## src/rtl/bus_region_decoder.sv

```systemverilog
// Memory-map decoder and bus sequencer: base/mask region hits, per-region wait states,
// registered read return and sticky decode error. Define BUS_SHADOW_REG_EN for the shadow register.
module bus_region_decoder #(
  parameter int REGIONS = 4,
  parameter int ADDR_W  = 16,
  parameter int DATA_W  = 8,
  parameter int WS_W    = 2,
  parameter logic [REGIONS*ADDR_W-1:0] BASE = {16'hE000, 16'h7F00, 16'h4000, 16'h0000},
  parameter logic [REGIONS*ADDR_W-1:0] MASK = {16'hE000, 16'hFFF0, 16'hE000, 16'hE000},
  parameter logic [REGIONS*WS_W-1:0]   WAIT = {2'd3, 2'd0, 2'd1, 2'd0},
  parameter logic [DATA_W-1:0]         DEFAULT_DATA = 8'h00,
  parameter logic [ADDR_W-1:0]         SHADOW_BASE  = 16'h6000,
  parameter logic [ADDR_W-1:0]         SHADOW_MASK  = 16'hFC00
) (
  input  logic                      clk,
  input  logic                      reset,
  input  logic [ADDR_W-1:0]         cpuAddr,
  input  logic                      cpuStrobe,
  input  logic                      cpuWrite,
  input  logic [DATA_W-1:0]         cpuDataWrite,
  output logic [DATA_W-1:0]         cpuDataRead,
  output logic                      cpuReady,
  output logic [REGIONS-1:0]        regStrobe,
  output logic                      regWrite,
  output logic [ADDR_W-1:0]         regAddr,
  output logic [DATA_W-1:0]         regDataWrite,
  input  logic [REGIONS*DATA_W-1:0] regReadData,
  output logic                      decodeError,
  input  logic                      errClear,
  output logic [DATA_W-1:0]         shadowOut
);

  localparam int IDX_W = (REGIONS > 1) ? $clog2(REGIONS) : 1;
  localparam int LO_W  = DATA_W / 2;
  localparam int HI_W  = DATA_W - LO_W;

`ifdef BUS_SHADOW_REG_EN
  localparam bit SHADOW_EN = 1'b1;
`else
  localparam bit SHADOW_EN = 1'b0;
`endif

  typedef enum logic [1:0] {
    IDLE   = 2'd0,
    ACCESS = 2'd1,
    DONE   = 2'd2
  } state_t;

  state_t              state_q, state_d;
  logic [IDX_W-1:0]    idx_q, idx_d;
  logic                write_q, write_d;
  logic [ADDR_W-1:0]   addr_q, addr_d;
  logic [DATA_W-1:0]   wdata_q, wdata_d;
  logic [WS_W-1:0]     cnt_q, cnt_d;
  logic [DATA_W-1:0]   rdata_q, rdata_d;
  logic                err_q, err_d;
  logic [DATA_W-1:0]   shadow_q, shadow_d;

  logic [REGIONS-1:0]  hit;
  logic                hit_any;
  logic [IDX_W-1:0]    hit_idx;
  logic                shadow_hit;
  logic [WS_W-1:0]     wait_sel;
  logic [DATA_W-1:0]   read_sel;

  genvar gi;
  generate
    for (gi = 0; gi < REGIONS; gi++) begin : g_hit
      assign hit[gi] = (cpuAddr & MASK[gi*ADDR_W +: ADDR_W]) == BASE[gi*ADDR_W +: ADDR_W];
      assign regStrobe[gi] = (state_q == ACCESS) && (idx_q == IDX_W'(gi));
    end
  endgenerate

  // Scan downwards so the lowest-index hit is the last assignment and wins.
  always_comb begin
    hit_any = 1'b0;
    hit_idx = '0;
    for (int i = REGIONS - 1; i >= 0; i--) begin
      if (hit[i]) begin
        hit_any = 1'b1;
        hit_idx = IDX_W'(i);
      end
    end
  end

  assign shadow_hit = SHADOW_EN && ((cpuAddr & SHADOW_MASK) == SHADOW_BASE);
  assign wait_sel   = WAIT[hit_idx*WS_W +: WS_W];
  assign read_sel   = regReadData[idx_q*DATA_W +: DATA_W];

  always_comb begin
    state_d  = state_q;
    idx_d    = idx_q;
    write_d  = write_q;
    addr_d   = addr_q;
    wdata_d  = wdata_q;
    cnt_d    = cnt_q;
    rdata_d  = rdata_q;
    err_d    = err_q & ~errClear;
    shadow_d = shadow_q;
    case (state_q)
      IDLE: begin
        if (cpuStrobe) begin
          addr_d  = cpuAddr;
          write_d = cpuWrite;
          wdata_d = cpuDataWrite;
          idx_d   = hit_idx;
          if (shadow_hit) begin
            if (cpuWrite) shadow_d = {cpuDataWrite[DATA_W-1 -: HI_W], {LO_W{1'b0}}};
            else          rdata_d  = shadow_q;
            state_d = DONE;
          end else if (hit_any) begin
            cnt_d   = wait_sel;
            state_d = ACCESS;
          end else begin
            // Set overrides a simultaneous errClear.
            rdata_d = DEFAULT_DATA;
            err_d   = 1'b1;
            state_d = DONE;
          end
        end
      end
      ACCESS: begin
        if (cnt_q != '0) begin
          cnt_d = cnt_q - 1'b1;
        end else begin
          if (!write_q) rdata_d = read_sel;
          state_d = DONE;
        end
      end
      DONE:    state_d = IDLE;
      default: state_d = IDLE;
    endcase
  end

  always_ff @(posedge clk or negedge reset) begin
    if (!reset) begin
      state_q  <= IDLE;
      idx_q    <= '0;
      write_q  <= 1'b0;
      addr_q   <= '0;
      wdata_q  <= '0;
      cnt_q    <= '0;
      rdata_q  <= '0;
      err_q    <= 1'b0;
      shadow_q <= '0;
    end else begin
      state_q  <= state_d;
      idx_q    <= idx_d;
      write_q  <= write_d;
      addr_q   <= addr_d;
      wdata_q  <= wdata_d;
      cnt_q    <= cnt_d;
      rdata_q  <= rdata_d;
      err_q    <= err_d;
      shadow_q <= shadow_d;
    end
  end

  assign cpuReady     = (state_q == DONE);
  assign regWrite     = (state_q == ACCESS) && write_q;
  assign cpuDataRead  = rdata_q;
  assign regAddr      = addr_q;
  assign regDataWrite = wdata_q;
  assign decodeError  = err_q;
  assign shadowOut    = shadow_q;

endmodule

```

## config.mk

```make
export PLATFORM = sky130hd
export DESIGN_NAME = bus_region_decoder
export DESIGN_NICKNAME = d
export VERILOG_FILES = /design/src/rtl/bus_region_decoder.sv
export SDC_FILE = /design/constraint.sdc
export NUM_CORES = 1
export LEC_CHECK = 0
export ABC_AREA = 1
export BUFFER_PORTS_ARGS = -buffer_cell sky130_fd_sc_hd__buf_2
export CORE_ASPECT_RATIO = 1.5
export CORE_MARGIN = 2
export CORE_UTILIZATION = 41
export CTS_CLUSTER_DIAMETER = 60
export DETAILED_ROUTE_END_ITERATION = 10
export PLACE_DENSITY_LB_ADDON = 0.05
export REMOVE_ABC_BUFFERS = 1
export SLEW_MARGIN = 20
export SYNTH_ARGS = -nofsm -noshare
export SYNTH_HDL_FRONTEND = slang
export SYNTH_SLANG_ARGS = --single-unit
```

## constraint.sdc

```tcl
create_clock -name clk -period 1.3 [get_ports clk]
set_clock_uncertainty 0.05 [all_clocks]
set_input_delay 0.195 -clock clk [delete_from_list [all_inputs] [get_ports clk]]
set_output_delay 0.195 -clock clk [all_outputs]
set_load 0.02 [all_outputs]
```

# Word level (Yosys, flattened, before mapping)
# Cells that the tools add are included.
[classes]
add_sub_neg = 1
eq_ne = 14
n_shift = 2
mux = 24
bitwise_logic = 2
n_reduce_logical = 14
[ops]
columns = ["operator", "count"]
rows = [
  ["$mux 8", 4],
  ["$shiftx 32x6->8", 1],
  ["$mux 2", 10],
  ["$logic_not 16->1", 1],
  ["$pmux 8 s2", 1],
  ["$eq 12x11->1 const B", 1],
  ["$ne 2x2->1 const B", 5],
  ["$pmux 2 s2", 2],
  ["$shiftx 8x4->2 const A", 1],
  ["$mux 1", 7],
  ["$eq 2x2->1 const B", 3],
  ["$logic_and 1x1->1", 5],
  ["$reduce_and 5->1", 1],
  ["$eq 2x1->1 const B", 2],
  ["$logic_not 2->1", 2],
  ["$reduce_and 2->1", 2],
  ["$reduce_and 4->1", 1],
  ["$reduce_bool 2->1", 2],
  ["$eq 3x2->1 const B", 1],
  ["$eq 3x3->1 const B", 1],
  ["$ne 2x1->1 const B", 1],
  ["$sub 2x1->2 const B", 1],
  ["$and 1x1->1", 1],
  ["$not 1->1", 1],
]
[word_totals]
ff_bits = 40
in_bits = 61
out_inout_bits = 47
word_cells = 65

# Logic depth before layout (Yosys ltp)
[logic_depth]
word_depth = 9
mapped_depth = 10
ltp_nobuf = 10

# Worst setup path before layout
# OpenSTA, ideal clock, no wires.
[synth_path]
path_kind = "flip-flop to output port"
from = "reg idx_q[0]"
to = "out regStrobe[1]"
arrival_ns = 1.092
required_ns = 1.055
slack_ns = -0.037
path_stages_with_launch = 3
path_buffers = 0
path_cell_list = "dfrtp_1 -> clkinv_1 -> nor3_1"
[synth_via]
elab_chain_cells = 2
[synth_lines]
columns = ["item", "line_no", "source"]
rows = [
  ["start, declared", "50", "logic [IDX_W-1:0] idx_q, idx_d;"],
  ["start signal, assigned", "148", "idx_q <= idx_d;"],
  ["$eq 2x1->1", "70", "assign regStrobe[gi] = (state_q == ACCESS) && (idx_q == IDX_W'(gi));"],
  ["$logic_and 1x1->1", "70", ""],
  ["end, declared", "23", "output logic [REGIONS-1:0] regStrobe,"],
]
# No other way between the ends.

# Worst setup path in the final report
[layout_path]
from = "reg state_q[1]"
to = "out regStrobe[0]"
[layout_via]
elab_chain_cells = 2
[layout_lines]
columns = ["item", "line_no", "source"]
rows = [
  ["start, declared", "49", "state_t state_q, state_d;"],
  ["start signal, assigned", "147", "state_q <= state_d;"],
  ["$eq 2x1->1", "70", ""],
  ["$logic_and 1x1->1", "70", ""],
]
# No other way between the ends.

==> summary.json <==
{
  "timing.final.hold_violations": {"value": 0},
  "max_ir_drop_vdd": {"value": 1170, "unit": "µV"},
  "syn_area": {"value": 2060, "unit": "µm²"},
  "htree_levels": {"value": 2},
  "async_flop_share": {"value": 100, "unit": "%"},
  "antenna_violations_before_repair": {"value": 0},
  "yosysMostFrequentCell": {"value": "sky130_fd_sc_hd__nand2_1"},
  "run_status": {"value": "finished, violations left"},
  "initial_utilization": {"value": 42.6, "unit": "%"},
  "ys_seq_elements": {"value": 40},
  "synth_to_final_area_change": {"value": 58.9, "unit": "%"},
  "power_density": {"value": 2420, "unit": "nW/µm²"},
  "worst_setup_path_start_kind": {"value": "flop"},
  "drt_iter0_drc": {"value": 105},
  "grt_start_max_net_pins": {"value": 41},
  "dr.pass1.iters": {"value": 4},
  "final_nets": {"value": 467},
  "ios": {"value": 108},
  "hold_class": {"value": "in -> reg"},
  "fmax": {"value": 665, "unit": "MHz"},
  "design_area": {"value": 3280, "unit": "µm²"},
  "dieWidth": {"value": 61.9, "unit": "µm"},
  "cp_num_buf_inv": {"value": 3},
  "timing.critical_path.fanout_max": {"value": 4},
  "required_time_worst_endpoint": {"value": 1.05, "unit": "ns"},
  "timing.final.setup_violations": {"value": 43},
  "final.min_clock_period": {"value": 1.50, "unit": "ns"},
  "synth_top_flop_cell": {"value": "sky130_fd_sc_hd__dfrtp_1"},
  "diodes": {"value": 0},
  "die_outline_area": {"value": 5630, "unit": "µm²"},
  "grt_setup_unrepaired": {"value": "yes"},
  "drc": {"value": 0},
  "routed_wl": {"value": 5910, "unit": "µm"},
  "syn-mean-instance-area": {"value": 7.76, "unit": "µm²"},
  "postRouteAntennaNets": {"value": 0},
  "synth_top_cells_by_area": {"value": "sky130_fd_sc_hd__dfrtp_1 (49%), sky130_fd_sc_hd__nand2_1 (20%), sky130_fd_sc_hd__nand3_1 (7.0%)"},
  "floorplan.die.height": {"value": 90.9, "unit": "µm"},
  "fin_hold_ws": {"value": 0.0419, "unit": "ns"},
  "finalCritPeriodShare": {"value": 116, "unit": "%"},
  "share_of_the_synthesized_area_in_the_top_cell_type": {"value": 48.5, "unit": "%"},
  "synthCells": {"value": 266},
  "critical_path.max_stage_delay": {"value": 0.40, "unit": "ns"},
  "cp.arrival": {"value": 1.26, "unit": "ns"},
  "insertion_delay_of_the_later_clocked_pin_in_the_worst_skew_pair": {"value": 0.29, "unit": "ns"},
  "vias": {"value": 2227},
  "globalplace.congestion": {"value": 0.833},
  "yosys.cell_types.count": {"value": 25},
  "violated_checks": {"value": "setup timing"},
  "cts_num_sinks": {"value": 40},
  "report.final.slew_viol_count": {"value": 0},
  "synth_edf_count": {"value": 0},
  "cp_cell_sequence": {"value": "inv_2 > nand2_4 > buf_6 > nor3_4 > buf_6"},
  "dp_hpwl": {"value": 4030, "unit": "µm"},
  "vias_in_the_first_global_route": {"value": 2019},
  "tritoncts": {"value": "built"},
  "root_buffer": {"value": "sky130_fd_sc_hd__clkbuf_8"},
  "num_rows": {"value": 31},
  "clock_transition_at_path_regs": {"value": 0.08, "unit": "ns"},
  "seq_area_frac_synth": {"value": 48.5, "unit": "%"},
  "yosysWarnings": {"value": 0},
  "grt_pass1_wl": {"value": 8760, "unit": "µm"},
  "finalNonFillerCells": {"value": 472},
  "synth.cells.most_frequent": {"value": "sky130_fd_sc_hd__nand2_1 (112), sky130_fd_sc_hd__dfrtp_1 (40), sky130_fd_sc_hd__nand3_1 (29)"},
  "cp_common_cell": {"value": "sky130_fd_sc_hd__buf_6"},
  "drive_above_1_share": {"value": 43.8, "unit": "%"},
  "placed_cells_incl_taps": {"value": 450},
  "post-layout-total-power": {"value": 7950, "unit": "µW"},
  "grt_overflow_total": {"value": 0},
  "cp_capture_type": {"value": "primary output"},
  "clock_path_buffers": {"value": 2},
  "timing.final.ws_setup": {"value": -0.203, "unit": "ns"},
  "total_cts_buffers": {"value": 5},
  "critical-path-top-delay-family": {"value": "flip-flops"},
  "port_buffers": {"value": 99},
  "route.detailed.vias_per_inst": {"value": 4.72},
  "worstSetupPathType": {"value": "reg -> out"},
  "drt-wirelength-per-cell": {"value": 12.5, "unit": "µm"},
  "groute.usage.overall": {"value": 20.5, "unit": "%"},
  "cp_slowest_cell": {"value": "sky130_fd_sc_hd__dfrtp_1"},
  "coreArea": {"value": 4850, "unit": "µm²"},
  "placedInstanceArea": {"value": 2800, "unit": "µm²"},
  "static-leakage-power": {"value": 0.00185, "unit": "µW"},
  "drv_cap": {"value": 0},
  "setup_slack_after_placement": {"value": -0.0855, "unit": "ns"},
  "netlist.top_cell.by_area": {"value": "sky130_fd_sc_hd__dfrtp_1"}
}
kinds of logic after synthesis:
kind of cell    share of synthesized area, %
buf+inv                                 8.31
compound gates                          3.21
simple gates                            38.7
mux                                    0.485
other cells                            0.182
flops                                   48.5
fa+ha+maj                              0.606
where the power goes:
group / internal (µW) / total, µW / switching (µW)
Clock: 678 / 1120 / 442
Combinational: 2050 / 4650 / 2610
Sequential: 1840 / 2170 / 337
Total: 4560 / 7950 / 3390
worst paths after layout:
| kind | start | depth (start not counted) | slack, ns | to |
|---|---|---|---|---|
| setup / recovery | state_q[1] | 5 | -0.20 | regStrobe[0] |
| hold / removal | cpuAddr[1] | 3 | 0.04 | regAddr[1] |
| setup reg to reg | state_q[0] | 11 | -0.16 | cpuDataRead[1] |
| hold reg to reg | cnt_q[1] | 2 | 0.43 | cnt_q[1] |
| max in group asynchronous | reset | 3 | 0.62 | idx_q[0] |
| min in group asynchronous | reset | 3 | 0.35 | cpuDataRead[1] |
layer usage:
metal / track usage [%] / share of wire, % / up-vias / wire, µm
met1: 23.2 / 38 / 1022 / 2240
met3: 3.72 / 5.9 / 7 / 346
met2: 36.4 / 55 / 94 / 3250
met4: 7.09 / 1.3 / 0 / 78
li1: - / - / 1104 / -
met5: 0 / 0 / - / 0
worst min-delay path: stages:
cell,delay (ns)
sky130_fd_sc_hd__buf_2,0.07
sky130_fd_sc_hd__nand2_1,0.04
sky130_fd_sc_hd__nand2_1,0.04
per-stage QoR:
step / util (%) / TNS, ns
after floorplan: - / -5.83
after global placement: 57.7 / -0.576
after detailed placement: 57.7 / -0.684
after CTS: 63.5 / -1.82
after global routing: 67.6 / -5.89
final: 67.6 / -3.12
layout by cell type (no fill, tap or decap), types with 2 or more instances in the layout:
master                      instances
sky130_fd_sc_hd__buf_12             5
sky130_fd_sc_hd__buf_6             11
sky130_fd_sc_hd__clkbuf_16          2
sky130_fd_sc_hd__nand4_1            9
sky130_fd_sc_hd__o21ai_1            6
sky130_fd_sc_hd__nand2_2            6
sky130_fd_sc_hd__inv_1             13
sky130_fd_sc_hd__inv_4              2
sky130_fd_sc_hd__nand2_4            4
sky130_fd_sc_hd__nand3_1           29
sky130_fd_sc_hd__conb_1             8
sky130_fd_sc_hd__nand2_1          107
sky130_fd_sc_hd__nor2_1             3
sky130_fd_sc_hd__clkbuf_8           7
sky130_fd_sc_hd__buf_2             93
sky130_fd_sc_hd__dfrtp_1           38
sky130_fd_sc_hd__dfrtp_2            2
sky130_fd_sc_hd__o21ai_0            4
sky130_fd_sc_hd__buf_4             27
sky130_fd_sc_hd__nor2_4             4
sky130_fd_sc_hd__and2_1             8
sky130_fd_sc_hd__nor3_4             2
repair_timing:
item	4_1_cts	5_1_grt
endpoints found under the hold margin	40	0
hold buffers	1	0
endpoints found under the setup margin	14	34
setup buffers	9	2
resized for setup	27	34
gates cloned	0	3
pin swaps	4	3
area by class of cell:
type | instances | area [µm²]
Clock inverter | 1 | 30.0
Timing Repair Buffer | 140 | 967
Fill cell | 431 | 1570
Tap cell | 66 | 82.6
Inverter | 19 | 95.1
Clock buffer | 7 | 96.3
Multi-Input combinational cell | 199 | 1000
Sequential cell | 40 | 1000
flip-flops by register name, summed over array words and instances (netlist names):
| name | cells |
|---|---|
| state_q | 2 |
| regAddr | 16 |
| idx_q | 2 |
| cpuDataRead | 8 |
| decodeError | 1 |
| regDataWrite | 8 |
| cnt_q | 2 |
| write_q | 1 |
Note: power is estimated with default switching activity, not from simulation.
